File: config.mk
export PLATFORM = sky130hd
export DESIGN_NAME = mem_arbiter
export DESIGN_NICKNAME = d
export VERILOG_FILES = /design/src/rtl/wisc_mem_pkg.sv /design/src/rtl/mem_arbiter.sv
export SDC_FILE = /design/constraint.sdc
export NUM_CORES = 1
export LEC_CHECK = 0
export BUFFER_PORTS_ARGS = -buffer_cell sky130_fd_sc_hd__buf_2
export CORE_MARGIN = 2
export CORE_UTILIZATION = 40
export DETAILED_ROUTE_END_ITERATION = 16
export GPL_ROUTABILITY_DRIVEN = 1
export GPL_TIMING_DRIVEN = 1
export PLACE_DENSITY_LB_ADDON = 0.05
export SYNTH_ARGS = -nofsm -noshare
export SYNTH_HDL_FRONTEND = slang
export SYNTH_SLANG_ARGS = --single-unit
File: constraint.sdc
create_clock -name clk -period 2.2 [get_ports clk]
set_clock_uncertainty 0.05 [all_clocks]
set_input_delay 0.22 -clock clk [delete_from_list [all_inputs] [get_ports clk]]
set_output_delay 0.22 -clock clk [all_outputs]
set_load 0.02 [all_outputs]
File: src/rtl/wisc_mem_pkg.sv
// Shared definitions for the memory arbiter: FSM encoding, grant ids and
// default sizing.
package wisc_mem_pkg;

    localparam int MEM_LAT_DEF = 4;
    localparam int ADDR_W_DEF  = 16;
    localparam int DATA_W_DEF  = 16;

    typedef enum logic [1:0] {
        IDLE = 2'd0,
        BUSY = 2'd1,
        RESP = 2'd2
    } state_t;

    typedef enum logic {
        GNT_IF = 1'b0,
        GNT_D  = 1'b1
    } gnt_t;

endpackage

File: src/rtl/mem_arbiter.sv
// Two-port memory arbiter: instruction fetch and data access share one
// fixed-latency memory. Round-robin on contention, one access in flight.
module mem_arbiter
    import wisc_mem_pkg::*;
#(
    parameter int MEM_LAT = MEM_LAT_DEF,
    parameter int ADDR_W  = ADDR_W_DEF,
    parameter int DATA_W  = DATA_W_DEF
) (
    input  logic              clk,
    input  logic              rst,
    input  logic              if_req,
    input  logic [ADDR_W-1:0] if_addr,
    output logic              if_valid,
    output logic [DATA_W-1:0] if_data,
    input  logic              d_req,
    input  logic              d_wr,
    input  logic [ADDR_W-1:0] d_addr,
    input  logic [DATA_W-1:0] d_wdata,
    output logic              d_valid,
    output logic [DATA_W-1:0] d_rdata,
    output logic              mem_en,
    output logic              mem_wr,
    output logic [ADDR_W-1:0] mem_addr,
    output logic [DATA_W-1:0] mem_wdata,
    input  logic [DATA_W-1:0] mem_rdata,
    output logic              stall
);

    // Counter counts down the remaining enable cycles; 4 bits covers 1..15.
    localparam logic [3:0] LAT_M1 = 4'(MEM_LAT - 1);

    state_t            state, state_nxt;
    logic [3:0]        cnt;
    logic [ADDR_W-1:0] addr_q;
    logic [DATA_W-1:0] wdata_q;
    logic              wr_q;
    gnt_t              gnt_q;
    gnt_t              last_grant;
    gnt_t              gnt_sel;
    logic              any_req;

    // Pick a winner: alternate against last_grant when both ask.
    always_comb begin
        any_req = if_req | d_req;
        gnt_sel = GNT_IF;
        if (if_req && d_req)
            gnt_sel = (last_grant == GNT_IF) ? GNT_D : GNT_IF;
        else if (d_req)
            gnt_sel = GNT_D;
    end

    // State register; reset aborts any access in flight.
    always_ff @(posedge clk or posedge rst) begin
        if (rst) state <= IDLE;
        else     state <= state_nxt;
    end

    // Next-state logic.
    always_comb begin
        state_nxt = state;
        case (state)
            IDLE:    if (any_req) state_nxt = BUSY;
            BUSY:    if (cnt == 4'd0) state_nxt = RESP;
            RESP:    state_nxt = IDLE;
            default: state_nxt = IDLE;
        endcase
    end

    // Capture the granted request, count the access, land read data.
    always_ff @(posedge clk or posedge rst) begin
        if (rst) begin
            cnt        <= '0;
            addr_q     <= '0;
            wdata_q    <= '0;
            wr_q       <= 1'b0;
            gnt_q      <= GNT_IF;
            last_grant <= GNT_IF;
            if_data    <= '0;
            d_rdata    <= '0;
        end else begin
            case (state)
                IDLE: begin
                    if (any_req) begin
                        gnt_q      <= gnt_sel;
                        last_grant <= gnt_sel;
                        cnt        <= LAT_M1;
                        if (gnt_sel == GNT_D) begin
                            addr_q  <= d_addr;
                            wr_q    <= d_wr;
                            wdata_q <= d_wdata;
                        end else begin
                            addr_q  <= if_addr;
                            wr_q    <= 1'b0;
                            wdata_q <= '0;
                        end
                    end
                end
                BUSY: begin
                    if (cnt == 4'd0) begin
                        // Stores leave d_rdata untouched.
                        if (gnt_q == GNT_IF)
                            if_data <= mem_rdata;
                        else if (!wr_q)
                            d_rdata <= mem_rdata;
                    end else begin
                        cnt <= cnt - 4'd1;
                    end
                end
                default: ;
            endcase
        end
    end

    // Memory side is driven purely from captured registers so input
    // wiggles during the access cannot leak through.
    always_comb begin
        mem_en    = (state == BUSY);
        mem_wr    = mem_en & wr_q;
        mem_addr  = addr_q;
        mem_wdata = wdata_q;
        if_valid  = (state == RESP) && (gnt_q == GNT_IF);
        d_valid   = (state == RESP) && (gnt_q == GNT_D);
        stall     = (if_req & ~if_valid) | (d_req & ~d_valid);
    end

endmodule
Word level (Yosys, flattened, before mapping):

Index checks and enable logic that the tools add are counted.

* memories kept: 0
* memory bits (writable): 0
* output and inout bits: 69
* bits in registers: 72
* input port bits: 69
* latch bits: 0
* memory bits (read-only): 0

* add/subtract/negate cells: 1
* mux-type cells: 12
* multipliers: 0
* equal/unequal tests: 5
* reduce and logical (&&, ||, !) cells: 11
* divide/modulo/power cells: 0
* order comparisons: 0
* bitwise gates (word level): 9
* shift operators: 0

Operators with widths (count)
* two-way mux 16 bit: 2
* two-way mux 4 bit: 2
* one-hot mux 4 bit (2 select lines): 1
* AND reduction 3 bit: 2
* zero test 4 bit: 1
* two-way mux 1 bit: 4
* two-way mux 2 bit: 2
* inequality test 2 bit, second input constant: 2
* inverter 1 bit: 4
* one-hot mux 2 bit (2 select lines): 1
* AND reduction 2 bit: 2
* AND reduction 4 bit: 1
* subtractor 4 x 1 -> 4 bit, second input constant: 1
* AND 1 bit: 3
* logical AND 1 bit: 3
* equality test 2 x 1 -> 1 bit, second input constant: 1
* equality test 2 bit, second input constant: 1
* zero test 2 bit: 1
* inequality test 2 x 1 -> 1 bit, second input constant: 1
* bitwise OR 1 bit: 2
* nonzero test 2 bit: 1

Depth between registers and ports, before layout:

* depth after elaboration: 5
* depth in mapped cells: 7
* mapped depth without buffers: 5

Least setup slack after synthesis:

No wires, ideal clock.

* path type: register to register
* start: register cnt[0]
* end: register if_data[0]
* setup time: 125 ps
* cell stages (with the launch flop): 8
* arrival: 1696 ps
* path slack: 329 ps
* cells stage by stage: dfrtp_1 inv_1 ha_1 nand2b_1 or4_1 buf_2 buf_6 mux2_4

* cells in the longest elaborated chain, start to end: 2

Ends and longest elaborated chain
* start, declared: line mem_arbiter.sv:34 `logic [3:0] cnt;`
* start signal, assigned: line mem_arbiter.sv:107 `cnt <= cnt - 4'd1;`
* zero test 4 bit: line mem_arbiter.sv:100 `if (cnt == 4'd0) begin`
* AND reduction 3 bit (no source line)
* end signal, assigned: line mem_arbiter.sv:103 `if_data <= mem_rdata;`
* end, declared: line mem_arbiter.sv:15 `output logic [DATA_W-1:0] if_data,`

Every way passes these cells.
A chain may end at the register's enable or synchronous reset.

Worst setup path in the final report:

* start: register state[1]
* end: register d_rdata[0]

* cells in the longest elaborated chain, start to end: 2

Ends and longest elaborated chain
* start, declared: line mem_arbiter.sv:33 `state_t state, state_nxt;`
* start signal, assigned: line mem_arbiter.sv:56 `else state <= state_nxt;`
* equality test 2 x 1 -> 1 bit: line mem_arbiter.sv:82 `case (state)`
* AND reduction 4 bit (no source line)
* end signal, assigned: line mem_arbiter.sv:105 `d_rdata <= mem_rdata;`
* end, declared: line mem_arbiter.sv:21 `output logic [DATA_W-1:0] d_rdata,`

Every way passes these cells.

==> impl_metrics.tcl <==
set metrics [dict create \
    dp_slack_ns 0.3101 \
    io_buffer_count 137 \
    vias 2386 \
    worstHoldPathCells 2 \
    required_ns 2.37 \
    switchingPower_uw 2477 \
    finalCritPeriodShare_pct 86.30 \
    fin_hold_ws_ns 0.04533 \
    gr-total-overflow 0 \
    swShare_pct 39.28 \
    netlist_instances 241 \
    cts-htree-levels 3 \
    reg2reg_depth 3 \
    powerDensity_nw_per_um2 1551 \
    clkPwrFrac_pct 18.1 \
    utilization_pct 55.47 \
    root_buffer "clkbuf_8" \
    synth-simple-area-share_pct 8.203 \
    drc 0 \
    clkLatencyLatePin_ns 0.33 \
    clockBufferDepth 2 \
    ys.warnings.count 0 \
    cts_buffers 9 \
    cts.reportedPaths.clkPinSlew_ns 0.07 \
    cts.sinks 72 \
    p_leak_uw 0.002111 \
    intPower_uw 3828 \
    tns_ns 0 \
    grt_pass1_vias 2411 \
    io_pins 138 \
    status "finished clean" \
    dr.pass1.iters 4 \
    relSlewSlack_pct 25.15 \
    critPathMaxFanout 16 \
    finalMaxSlewViolations 0 \
    wl_per_cell_um 14.37 \
    place_hpwl_um 4834 \
    peakVddDrop_mv 0.5099 \
    drv_cap 0 \
    diodes 0 \
    crit_path_start_kind "register" \
    synthXorXnorAreaFrac_pct 0 \
    synth_top_family_by_area "multiplexers" \
    vias_per_cell 4.909 \
    fp.dieW_um 91.33 \
    grt_max_degree 73 \
    path_class "reg2reg" \
    start_util_pct 41.61 \
    yosysSeqAreaShare_pct 59.06 \
    core-area_um2 7331 \
    synth_seq_cells 72 \
    fin_nets 453 \
    synth_area_per_cell_um2 12.66 \
    arrival_ns 2.07 \
    syn_to_final_growth_pct 33.31 \
    dieArea_um2 8340 \
    cts_hold_buf 1 \
    synth_compound_area_share_pct 13.21 \
    clock.fmax_mhz 526.7 \
    syn_area_um2 3050 \
    fin_crit_ns 1.899 \
    synth.top_cell.area_share_pct 59.06 \
    drive_gt1_share_pct 51.16 \
    gp_congestion 0.7408 \
    cts_tree "done" \
    syn-num-nets 312 \
    cp-end-kind "register" \
    antenna_found_initial 0 \
    routed_wl_um 6982 \
    synthAdderAreaFrac_pct 0.8203 \
    setup_slack_ns 0.3014 \
    grt_pass1_wl_um 11790 \
    cts_setup_buffers 0 \
    power_frac_seq_pct 36.9 \
    cts_resized 0 \
    yosysTopAreaCell "dfrtp_1" \
    rsz0062_at_grt "false" \
    hold_viol_final 0 \
    share_comb_of_total_power_pct 45.1 \
    grt_use_total_pct 17.83 \
    drtAntennaViolNets 0 \
    worstHoldPathType "in2reg" \
    yosys.cell_types.count 36 \
    yosys-top-cells-area "dfrtp_1 (59%), mux2_4 (9.8%), a22o_1 (4.9%), mux2_2 (4.4%), nand2_1 (4.2%)" \
    synth_mux_area_share_pct 14.93 \
    row_count 31 \
    setup_viol 0 \
    finalPower_uw 6305 \
    drtIter0Drc 69 \
    die_h_um 91.33 \
    tightest_slew_ns 1.117 \
]
==> worst max-delay path: stages (launching register included) <==
cell and delay [ns]:
dfrtp_1 0.44, nand2b_2 0.25, or4_4 0.70, mux2_4 0.35
==> worst paths after layout <==
check                                      to  slack [ns]  startpoint
worst max-delay path               d_rdata[0]        0.30    state[1]
worst min-delay path             mem_wdata[5]        0.05  d_wdata[5]
worst max register to register     d_rdata[0]        0.30    state[1]
worst min register to register         cnt[0]        0.44      cnt[0]
max in group asynchronous         mem_addr[1]        1.35         rst
min in group asynchronous       mem_wdata[13]        0.45         rst
==> stage by stage <==
stage / std cells / area (um^2)
final: 486 / 4066
after floorplan: 241 / 3050
after global placement: 469 / 3836
after detailed placement: 469 / 3836
after global routing: 486 / 4066
after CTS: 486 / 4066
==> layout make-up <==
type	count	area, um^2
fillers	663	3264
inverters	7	26.28
clock buffers	10	127.6
well taps	99	123.9
repair buffers	145	760.7
flip-flops and latches	72	1802
clock inverters	6	92.59
multi-input cells	147	1134
==> cells by family (layout without fill, tap and decap cells) <==
| group | count (synthesis) | count (layout) |
|---|---|---|
| flip-flops | 72 | 72 |
| multiplexers | 34 | 34 |
| AND/OR/NAND/NOR | 51 | 51 |
| adder cells (fa/ha/maj) | 2 | 2 |
| buffers and inverters | 22 | 168 |
| AO/OA/AOI/OAI | 60 | 60 |
==> cells in the mapped netlist <==
| cell type | number |
|---|---|
| nand2_1 | 34 |
| nor3_1 | 1 |
| or2_2 | 1 |
| nor3_2 | 1 |
| or4_1 | 1 |
| buf_2 | 1 |
| buf_12 | 1 |
| or3_1 | 1 |
| inv_1 | 7 |
| a22o_1 | 17 |
| clkbuf_1 | 10 |
| and2_1 | 3 |
| a21o_1 | 1 |
| nand4b_1 | 1 |
| buf_6 | 2 |
| nand2b_1 | 2 |
| a21oi_1 | 19 |
| mux2i_1 | 2 |
| dfrtp_1 | 72 |
| a21bo_2 | 1 |
| nand2b_2 | 1 |
| nor2_1 | 1 |
| a21boi_1 | 1 |
| mux2_2 | 12 |
| nor3b_1 | 1 |
| a221o_1 | 1 |
| buf_1 | 1 |
| ha_1 | 2 |
| and3b_2 | 1 |
| nor4_1 | 1 |
| a31oi_1 | 16 |
| mux2_4 | 20 |
| o21bai_1 | 1 |
| or4_4 | 1 |
| o21ai_0 | 2 |
| o22ai_1 | 1 |
==> power by group through the flow <==
| stage | Sequential [uW] | Clock [uW] | Combinational (uW) |
|---|---|---|---|
| 3_3_place_gp | 2340 | 0 | 2840 |
| 5_1_grt | 2420 | 1240 | 3090 |
| 6_report | 2330 | 1140 | 2840 |
| 3_5_place_dp | 2340 | 0 | 2890 |
| 4_1_cts | 2330 | 1180 | 2890 |
| 2_1_floorplan | 3000 | 0 | 1280 |
==> cell usage in the layout (no fill, tap or decap), types with 2 or more instances in the layout <==
master | Yosys | layout
a31oi_1 | 16 | 16
mux2_4 | 20 | 20
mux2_2 | 12 | 12
a22o_1 | 17 | 17
o21ai_0 | 2 | 2
dfrtp_1 | 72 | 72
bufinv_16 | 0 | 2
ha_1 | 2 | 2
inv_1 | 7 | 6
and2_1 | 3 | 3
nand2b_1 | 2 | 2
clkinvlp_4 | 0 | 2
nand2_1 | 34 | 34
clkbuf_8 | 0 | 9
buf_2 | 1 | 137
a21oi_1 | 19 | 19
mux2i_1 | 2 | 2
buf_4 | 0 | 6
==> layer usage <==
metal  share of wire, %  up-vias  global-route usage (%)
met3                5.1        2                   5.726
li1                   -     1134                       -
met4               0.59        0                   4.924
met5                  0        -                       0
met1                 46     1175                   23.34
met2                 49       75                   28.58
==> flip-flops by register name, indices dropped and copies added, names as in the netlist <==
register / flops
wr_q: 1
d_rdata: 16
cnt: 4
if_data: 16
state: 2
gnt_q: 1
mem_wdata: 16
mem_addr: 16
(Power assumes the default switching activity.)
